## src/rtl/cc_psr_pkg.sv

```systemverilog
// Condition-code encodings and flag bit positions shared by the
// PSR block and the microsequencer.
package cc_psr_pkg;

  localparam int FLAG_N = 3;
  localparam int FLAG_Z = 2;
  localparam int FLAG_V = 1;
  localparam int FLAG_C = 0;
  localparam int FLAG_W = 4;

  localparam logic [2:0] COND_NEVER  = 3'b000;
  localparam logic [2:0] COND_Z      = 3'b001;
  localparam logic [2:0] COND_C      = 3'b010;
  localparam logic [2:0] COND_N      = 3'b011;
  localparam logic [2:0] COND_V      = 3'b100;
  localparam logic [2:0] COND_ALWAYS = 3'b101;
  localparam logic [2:0] COND_NZ     = 3'b110;
  localparam logic [2:0] COND_LT     = 3'b111;

  function automatic logic cond_true(
    input logic [2:0]        sel,
    input logic [FLAG_W-1:0] f
  );
    logic r;
    r = 1'b0;
    unique case (sel)
      COND_NEVER:  r = 1'b0;
      COND_Z:      r = f[FLAG_Z];
      COND_C:      r = f[FLAG_C];
      COND_N:      r = f[FLAG_N];
      COND_V:      r = f[FLAG_V];
      COND_ALWAYS: r = 1'b1;
      COND_NZ:     r = ~f[FLAG_Z];
      COND_LT:     r = f[FLAG_N] ^ f[FLAG_V];
    endcase
    return r;
  endfunction

endpackage

```

## src/rtl/cc_psr_stack.sv

```systemverilog
// LIFO holding saved flag words; simultaneous push and pop cancel,
// and pushes when full or pops when empty are dropped.
module cc_psr_stack
  import cc_psr_pkg::*;
#(
  parameter int DEPTH = 4
) (
  input  logic              clk,
  input  logic              rst_n,
  input  logic              push,
  input  logic              pop,
  input  logic [FLAG_W-1:0] din,
  output logic [FLAG_W-1:0] dout,
  output logic              full,
  output logic              empty
);

  localparam int AW = $clog2(DEPTH);

  logic [AW:0]       count_q, count_d;
  logic [FLAG_W-1:0] mem_q [DEPTH];
  logic [FLAG_W-1:0] mem_d [DEPTH];
  logic [AW:0]       top_w;
  logic              push_ok;
  logic              pop_ok;

  assign full    = (count_q == (AW+1)'(DEPTH));
  assign empty   = (count_q == '0);
  assign push_ok = push & ~pop & ~full;
  assign pop_ok  = pop & ~push & ~empty;
  assign top_w   = count_q - {{AW{1'b0}}, 1'b1};
  assign dout    = mem_q[top_w[AW-1:0]];

  always_comb begin
    count_d = count_q;
    mem_d   = mem_q;
    if (push_ok) begin
      mem_d[count_q[AW-1:0]] = din;
      count_d = count_q + {{AW{1'b0}}, 1'b1};
    end else if (pop_ok) begin
      count_d = top_w;
    end
  end

  always_ff @(posedge clk) begin
    if (!rst_n) count_q <= '0;
    else        count_q <= count_d;
  end

  // Stack contents are don't-care after reset, so no reset here.
  always_ff @(posedge clk) begin
    mem_q <= mem_d;
  end

endmodule

```

## src/rtl/cc_psr.sv

```systemverilog
// Processor status register: condition flags, branch condition
// evaluation and a save/restore stack for trap entry and return.
module cc_psr
  import cc_psr_pkg::*;
#(
  parameter int DATAWIDTH_COND = 3,
  parameter int STACK_DEPTH    = 4
) (
  input  logic                      CC_PSR_CLOCK_50,
  input  logic                      CC_PSR_RESET_InLow,
  input  logic                      CC_PSR_negative_InLow,
  input  logic                      CC_PSR_overflow_InLow,
  input  logic                      CC_PSR_carry_InLow,
  input  logic                      CC_PSR_zero_In,
  input  logic                      CC_PSR_SetCode_In,
  input  logic                      CC_PSR_write_In,
  input  logic                      CC_PSR_push_In,
  input  logic                      CC_PSR_pop_In,
  input  logic [DATAWIDTH_COND-1:0] CC_PSR_cond_InBus,
  output logic [3:0]                CC_PSR_flags_OutBus,
  output logic                      CC_PSR_branch_Out,
  output logic                      CC_PSR_full_Out,
  output logic                      CC_PSR_empty_Out,
  output logic                      CC_PSR_error_Out
);

  logic [FLAG_W-1:0] flags_q, flags_d;
  logic              err_q, err_d;
  logic [FLAG_W-1:0] alu_flags;
  logic [FLAG_W-1:0] stk_top;
  logic              stk_full;
  logic              stk_empty;
  logic              push_only;
  logic              pop_only;
  logic              upd;
  logic [DATAWIDTH_COND+2:0] cond_ext;

  assign push_only = CC_PSR_push_In & ~CC_PSR_pop_In;
  assign pop_only  = CC_PSR_pop_In & ~CC_PSR_push_In;
  assign upd       = CC_PSR_write_In & CC_PSR_SetCode_In
                   & ~CC_PSR_pop_In;

  always_comb begin
    alu_flags         = '0;
    alu_flags[FLAG_N] = ~CC_PSR_negative_InLow;
    alu_flags[FLAG_Z] = CC_PSR_zero_In;
    alu_flags[FLAG_V] = ~CC_PSR_overflow_InLow;
    alu_flags[FLAG_C] = ~CC_PSR_carry_InLow;
  end

  cc_psr_stack #(
    .DEPTH (STACK_DEPTH)
  ) u_stack (
    .clk   (CC_PSR_CLOCK_50),
    .rst_n (CC_PSR_RESET_InLow),
    .push  (CC_PSR_push_In),
    .pop   (CC_PSR_pop_In),
    .din   (flags_q),
    .dout  (stk_top),
    .full  (stk_full),
    .empty (stk_empty)
  );

  // A restore wins over any ALU update in the same cycle.
  always_comb begin
    flags_d = flags_q;
    if (pop_only && !stk_empty) flags_d = stk_top;
    else if (upd)               flags_d = alu_flags;
  end

  always_comb begin
    err_d = err_q
          | (push_only & stk_full)
          | (pop_only & stk_empty);
  end

  always_ff @(posedge CC_PSR_CLOCK_50) begin
    if (!CC_PSR_RESET_InLow) begin
      flags_q <= '0;
      err_q   <= 1'b0;
    end else begin
      flags_q <= flags_d;
      err_q   <= err_d;
    end
  end

  assign cond_ext = {3'b000, CC_PSR_cond_InBus};

  assign CC_PSR_flags_OutBus = flags_q;
  assign CC_PSR_branch_Out   = cond_true(cond_ext[2:0], flags_q);
  assign CC_PSR_full_Out     = stk_full;
  assign CC_PSR_empty_Out    = stk_empty;
  assign CC_PSR_error_Out    = err_q;

endmodule

```

## config.mk

```make
export PLATFORM = sky130hd
export DESIGN_NAME = cc_psr
export DESIGN_NICKNAME = d
export VERILOG_FILES = /design/src/rtl/cc_psr_pkg.sv /design/src/rtl/cc_psr_stack.sv /design/src/rtl/cc_psr.sv
export SDC_FILE = /design/constraint.sdc
export NUM_CORES = 1
export LEC_CHECK = 0
export CORE_AREA = 8 8 66 68
export CTS_CLUSTER_SIZE = 20
export DETAILED_ROUTE_END_ITERATION = 16
export DIE_AREA = 0 0 74 76
export SYNTH_ARGS = -nofsm -noshare
export SYNTH_HDL_FRONTEND = slang
export SYNTH_HIERARCHICAL = 1
export SYNTH_SLANG_ARGS = --single-unit
```

## constraint.sdc

```tcl
create_clock -name CC_PSR_CLOCK_50 -period 1.9 [get_ports CC_PSR_CLOCK_50]
set_input_delay 0.38 -clock CC_PSR_CLOCK_50 [delete_from_list [all_inputs] [get_ports CC_PSR_CLOCK_50]]
set_output_delay 0.38 -clock CC_PSR_CLOCK_50 [all_outputs]
set_load 0.02 [all_outputs]
```

==> impl_metrics.env, run 1 <==
export IMPL_status="finished, final reports clean"
export IMPL_wire_per_inst_um=15.48
export IMPL_hp_class="reg2reg"
export IMPL_clockRootBuffer="clkbuf_4"
export IMPL_cp_start_kind="primary input"
export IMPL_die_area_um2=5624
export IMPL_synth_cells=100
export IMPL_grtUsageTotal=0.1130
export IMPL_crit_type="in2out"
export IMPL_synth_net_count=119
export IMPL_arrival_ns=1.44
export IMPL_antenna_found_initial=0
export IMPL_maxCapViolCount=0
export IMPL_tightest_slew_ns=0.3486
export IMPL_place_area_um2=1647
export IMPL_peakVddDrop_v=0.0005313
export IMPL_start_util=0.3662
export IMPL_core_area_um2=3441
export IMPL_numPlacedInstances=184
export IMPL_ys_types=39
export IMPL_rsz0062_at_grt="yes"
export IMPL_drtIter0Drc=101
export IMPL_antenna_cells=0
export IMPL_p_leak_uw=0.0006913
export IMPL_drt_wl_total_um=2911
export IMPL_grt_max_degree=15
export IMPL_crit_required_ns=1.52
export IMPL_numCtsBuffers=3
export IMPL_die_y_um=76
export IMPL_fin_hold_ws_ns=0.4917
export IMPL_viasPerCell=5.021
export IMPL_dp_hpwl_um=2279
export IMPL_grt_pass1_wl_um=4843
export IMPL_layout_drive_gt1_share=0.2714
export IMPL_grt_pass1_vias=998
export IMPL_htreeDepth=1
export IMPL_layout_cells_non_filler=188
export IMPL_grt_ovfl_total=0
export IMPL_hold_buffers=0
export IMPL_fin_crit_ns=1.821
export IMPL_clock_sinks=24
export IMPL_ys_seq_elements=24
export IMPL_finalHoldViolations=0
export IMPL_num_rows=22
export IMPL_clock_fmax_mhz=549.0
export IMPL_ant_nets=0
export IMPL_dieWidth_um=74
export IMPL_port_buffers=20
export IMPL_ys_seq_area_frac=0.5084
export IMPL_clk_latency_ns=0.32
export IMPL_fin_crit_sh=0.9586
export IMPL_gp_congestion=0.8313
export IMPL_cp_end_kind="output pin"
export IMPL_syn_avg_cell_area_um2=12.60
export IMPL_relSlewSlack=0.7669
export IMPL_final_area_um2=1695
export IMPL_cts_tree="built"
export IMPL_drc=0
export IMPL_num_io_pins=21
export IMPL_clock_skew_ns=0.01099
export IMPL_cts_setup_buffers=0
export IMPL_layout_common_cells="18 x buf_4, 16 x edfxtp_1, 12 x clkdlybuf4s50_1, 6 x nand2_1, 6 x ha_1"
export IMPL_area_growth_pct=34.56
export IMPL_setup_violations=0
export IMPL_maxSlewViolCount=0
export IMPL_layout_commonest_cell="buf_4"
export IMPL_path_max_fanout=6
export IMPL_finalNetCount=160
export IMPL_syn_area_um2=1260
export IMPL_cts_buffer_depth=2
export IMPL_power_density_nw_per_um2=873.9
export IMPL_vias=944
export IMPL_yosysWarnings=6
export IMPL_first_pass_iters=4
export IMPL_clk_pin_slew_ns=0.14
## synthesized netlist by cell type, drive strengths merged
| cell type | number | area share |
|---|---|---|
| and3 | 1 | 0.0050 |
| nand2b | 4 | 0.026 |
| o21a | 2 | 0.012 |
| or3b | 1 | 0.0070 |
| or2b | 1 | 0.0060 |
| o311ai | 1 | 0.0070 |
| edfxtp | 16 | 0.38 |
| a21boi | 1 | 0.0060 |
| dfxtp | 8 | 0.13 |
| nand3 | 1 | 0.0040 |
| a311o | 1 | 0.0089 |
| o32a | 1 | 0.0079 |
| a31o | 1 | 0.0070 |
| and2 | 4 | 0.020 |
| inv | 5 | 0.015 |
| xor2 | 2 | 0.014 |
| o2111a | 3 | 0.027 |
| mux2i | 2 | 0.016 |
| ha | 6 | 0.060 |
| nor3b | 2 | 0.016 |
| nor2 | 3 | 0.0089 |
| o21bai | 1 | 0.0060 |
| a211oi | 2 | 0.012 |
| and3b | 2 | 0.014 |
| nor3 | 1 | 0.0040 |
| buf | 2 | 0.013 |
| nor2b | 1 | 0.0050 |
| a21oi | 3 | 0.012 |
| o221ai | 1 | 0.0070 |
| or2 | 2 | 0.012 |
| o211a | 1 | 0.0079 |
| nand3b | 3 | 0.018 |
| nand2 | 6 | 0.018 |
| o21ai | 5 | 0.020 |
| mux4 | 4 | 0.072 |
## state kept, by name, indices dropped and copies added, names as in the netlist
| name | cells |
|---|---|
| CC_PSR_error_Out | 1 |
| u_stack/mem_q | 16 |
| CC_PSR_flags_OutBus | 4 |
| u_stack/count_q | 3 |
## path summary, 6_finish.rpt
kind | startpoint | to | slack (ns) | cells after the start
max reg2reg | u_stack/count_q[1]$_SDFFE_PN0P_ | CC_PSR_flags_OutBus[0]$_SDFFE_PN0P_ | 0.20 | 6
min | CC_PSR_error_Out$_SDFF_PN0_ | CC_PSR_error_Out$_SDFF_PN0_ | 0.49 | 1
min reg2reg | CC_PSR_error_Out$_SDFF_PN0_ | CC_PSR_error_Out$_SDFF_PN0_ | 0.49 | 1
max | CC_PSR_cond_InBus[0] | CC_PSR_branch_Out | 0.08 | 5
## critical path, stage by stage
cell             delay [ns]
dlygate4sd2_1          0.29
and3_1                 0.19
o21ai_0                0.15
a31o_2                 0.18
clkdlybuf4s15_2        0.25
## layer usage
layer / global-route usage / wire length (µm) / vias to the layer above
li1: - / - / 465
met1: 0.1340 / 1246 / 462
met2: 0.1893 / 1522 / 13
met3: 0.03289 / 115 / 4
met4: 0.03000 / 27 / 0
met5: 0 / 0 / -
## cell type report
class                      count  area (µm²)
inverter                       5       18.77
sequential                    24       644.4
clock inverter                 1       30.03
clock buffer                   3       22.52
tap                           48       60.06
fill                         310        1745
timing repair buffer          38       327.8
multi-input combinational     69       591.8
## repair_timing
item / CTS / global route
pin swaps: 1 / 0
setup endpoints to repair: 4 / 5
gates cloned: 0 / 0
endpoints found under the hold margin: 0 / 0
gates resized for setup: 10 / 7
## kinds of logic after synthesis
group / Yosys count / synth area share
flip-flops: 24 / 0.5084
AND/OR/NAND/NOR: 32 / 0.1629
multiplexers: 6 / 0.08739
XOR/XNOR: 2 / 0.01391
AO/OA/AOI/OAI: 23 / 0.1400
buffers and inverters: 7 / 0.02780
adder cells (fa/ha/maj): 6 / 0.05958
## per-stage QoR
step	total power (µW)	worst slack, ns	setup TNS (ns)	utilization
6_report	1482	0.07863	0	0.4927
5_1_grt	1568	-0.01619	-0.01619	0.4927
4_1_cts	1505	0.007322	0	0.4931
3_5_place_dp	1138	-0.5224	-0.5551	0.4785
3_3_place_gp	1124	-0.4410	-0.4410	0.4785
2_1_floorplan	913.3	0.09662	0	-
## power by group
part           internal (µW)  total (µW)  switching (µW)
Combinational            242         482             240
Clock                    213         373             160
Sequential               608         627            19.0
Power figures use the tool's default switching activity.
==> inputs of run 2 (changes only) <==
Settings changed: PLACE_DENSITY from default to 0.73.
==> run 2 against run 1 <==
Clock-buffer cell count unchanged. First-iteration DRC count down 46%. Routed wire length up 1.8%. Combinational power down 1%. Sequential share of layout area up 0.52 points. Setup slack better by 0.030 ns. Maximum frequency up 1.7%. Sequential cell count unchanged. Power down 0.63%. Critical path type is now reg2out. Critical endpoint is now CC_PSR_flags_OutBus[2]. Largest power group unchanged.
==> impl_metrics.env, run 2 (same netlist as run 1, synthesis figures left out) <==
export IMPL_status="finished, final reports clean"
export IMPL_cp_depth=2
export IMPL_ant_nets=0
export IMPL_num_rows=22
export IMPL_grtUsageTotal=0.1069
export IMPL_layout_cells_non_filler=185
export IMPL_crit_type="reg2out"
export IMPL_grt_ovfl_total=0
export IMPL_layout_drive_gt1_share=0.2555
export IMPL_regArea_um2=643.1
export IMPL_power_density_nw_per_um2=882.0
export IMPL_clockRootBuffer="clkbuf_4"
export IMPL_holdPathStages=1
export IMPL_wire_per_inst_um=16.02
export IMPL_whs_endpoint="CC_PSR_error_Out$_SDFF_PN0_"
export IMPL_multiInputGateArea_um2=594.3
export IMPL_numPlacedInstances=181
export IMPL_largest_reg_flops=16
export IMPL_numCtsBuffers=3
export IMPL_dp_hpwl_um=2327
export IMPL_cp_start_kind="flop"
export IMPL_hold_buffers=0
export IMPL_path_buf_inv=2
export IMPL_peakVddDrop_v=0.0003024
export IMPL_grt_pass1_vias=959
export IMPL_fin_util=0.4851
export IMPL_layout_commonest_cell="edfxtp_1"
export IMPL_clock_fmax_mhz=558.4
export IMPL_die_y_um=76
export IMPL_core_area_um2=3441
export IMPL_antenna_cells=0
export IMPL_cp_slowest_stage_delay_ns=0.60
export IMPL_gp_congestion=0.8239
export IMPL_cts_buffer_depth=2
export IMPL_cp_slowest_cell="clkdlybuf4s50_1"
export IMPL_maxCapViolCount=0
export IMPL_area_growth_pct=32.47
export IMPL_hold_start="CC_PSR_error_Out$_SDFF_PN0_"
export IMPL_num_io_pins=21
export IMPL_dieWidth_um=74
export IMPL_fill_cells=307
export IMPL_grt_max_degree=15
export IMPL_clk_latency_ns=0.31
export IMPL_p_leak_uw=0.0006708
export IMPL_hp_class="reg2reg"
export IMPL_fin_crit_sh=0.9426
export IMPL_crit_required_ns=1.52
export IMPL_clk_pin_slew_ns=0.13
export IMPL_relSlewSlack=0.8022
export IMPL_finalHoldViolations=0
export IMPL_htreeDepth=1
export IMPL_fin_crit_ns=1.791
export IMPL_reg2reg_depth=9
export IMPL_grt_pass1_wl_um=4719
export IMPL_start_util=0.3662
export IMPL_die_area_um2=5624
export IMPL_top_register="u_stack/mem_q"
export IMPL_clock_sinks=24
export IMPL_rsz0062_at_grt="no"
export IMPL_path_max_fanout=6
export IMPL_drc=0
export IMPL_startpoint="CC_PSR_flags_OutBus[2]$_SDFFE_PN0P_"
export IMPL_viasPerCell=5.135
export IMPL_vias=950
export IMPL_finalNetCount=157
export IMPL_cp_end_kind="output pin"
export IMPL_first_pass_iters=4
export IMPL_arrival_ns=1.41
export IMPL_drt_wl_total_um=2964
export IMPL_maxSlewViolCount=0
export IMPL_tightest_slew_ns=0.2963
export IMPL_setup_violations=0
export IMPL_reg2reg_from="u_stack/count_q[0]$_SDFFE_PN0P_"
export IMPL_clock_skew_ns=0.002677
export IMPL_cpLargestDelayFamily="buffers and inverters"
export IMPL_fin_hold_ws_ns=0.5229
export IMPL_port_buffers=20
export IMPL_drtIter0Drc=55
export IMPL_cts_tree="built"
export IMPL_rr_endpoint="CC_PSR_flags_OutBus[1]$_SDFFE_PN0P_"
export IMPL_layout_common_cells="16 x edfxtp_1, 15 x buf_4, 13 x clkdlybuf4s50_1, 6 x dfxtp_1, 6 x nand2_1"
export IMPL_worstPathCellList="buf_4, clkdlybuf4s50_1"
export IMPL_rrSetupSlack_ns=0.21
export IMPL_antenna_found_initial=0
==> run 2: changes by cell type in the layout (fill, tap and decap cells not counted), sizes merged <==
cell | before | now
buf | 18 | 16
clkdlybuf4s15 | 1 | 0
clkdlybuf4s50 | 12 | 13
dlygate4sd2 | 3 | 2
==> run 2: metrics by stage <==
stage                     worst slack (ns)  setup TNS, ns  area [µm²]  power (µW)
after global routing               0.03525              0        1669        1542
after detailed placement           -0.5153        -0.5153        1624        1129
after floorplan                    0.09662              0        1267       913.3
after global placement             -0.4312        -0.4312        1624        1102
after CTS                         0.005356              0        1678        1488
final                               0.1091              0        1669        1472
==> run 2: worst reg2reg max path, stage by stage, from the launching register on <==
cell      delay, ns
dfxtp_1        0.35
inv_1          0.08
ha_2           0.21
inv_1          0.17
nor2_4         0.05
buf_4          0.16
nor3b_2        0.22
buf_4          0.17
nand2b_1       0.07
o2111a_1       0.13
==> run 2: where the power goes <==
| part | internal (µW) | switching (µW) |
|---|---|---|
| sequential | 607 | 24.4 |
| clock | 213 | 151 |
| combinational | 237 | 239 |
| total | 1060 | 415 |
==> run 2: how the worst max path moves through the flow <==
stage | end | slack (ns)
final | CC_PSR_flags_OutBus[2] | 0.11
after global routing | CC_PSR_flags_OutBus[2] | 0.04
after CTS | CC_PSR_flags_OutBus[0] | 0.005
after detailed placement | CC_PSR_branch_Out | -0.52
after global placement | CC_PSR_branch_Out | -0.43
after floorplan | u_stack/mem_q[0]$_DFFE_PP_ | 0.1
==> run 2: final cells by class <==
type / count / share of cell area
Clock buffer: 3 / 0.01349
Clock inverter: 1 / 0.01799
Tap cell: 48 / 0.03598
Inverter: 5 / 0.01124
Multi-Input combinational cell: 69 / 0.3561
Timing Repair Buffer: 35 / 0.1799
Sequential cell: 24 / 0.3853
==> run 2: repair_timing <==
item	CTS	global route
gates resized for setup	11	6
setup buffers	0	0
setup endpoints to repair	3	5
cloned	0	0
endpoints found under the hold margin	0	0
==> run 2: per-layer routing <==
layer / vias to the layer above / global-route usage / share of wire
met2: 28 / 0.1901 / 0.55
met1: 462 / 0.1192 / 0.41
met5: - / 0 / 0
li1: 454 / - / -
met4: 0 / 0.04800 / 0.017
met3: 6 / 0.01447 / 0.028
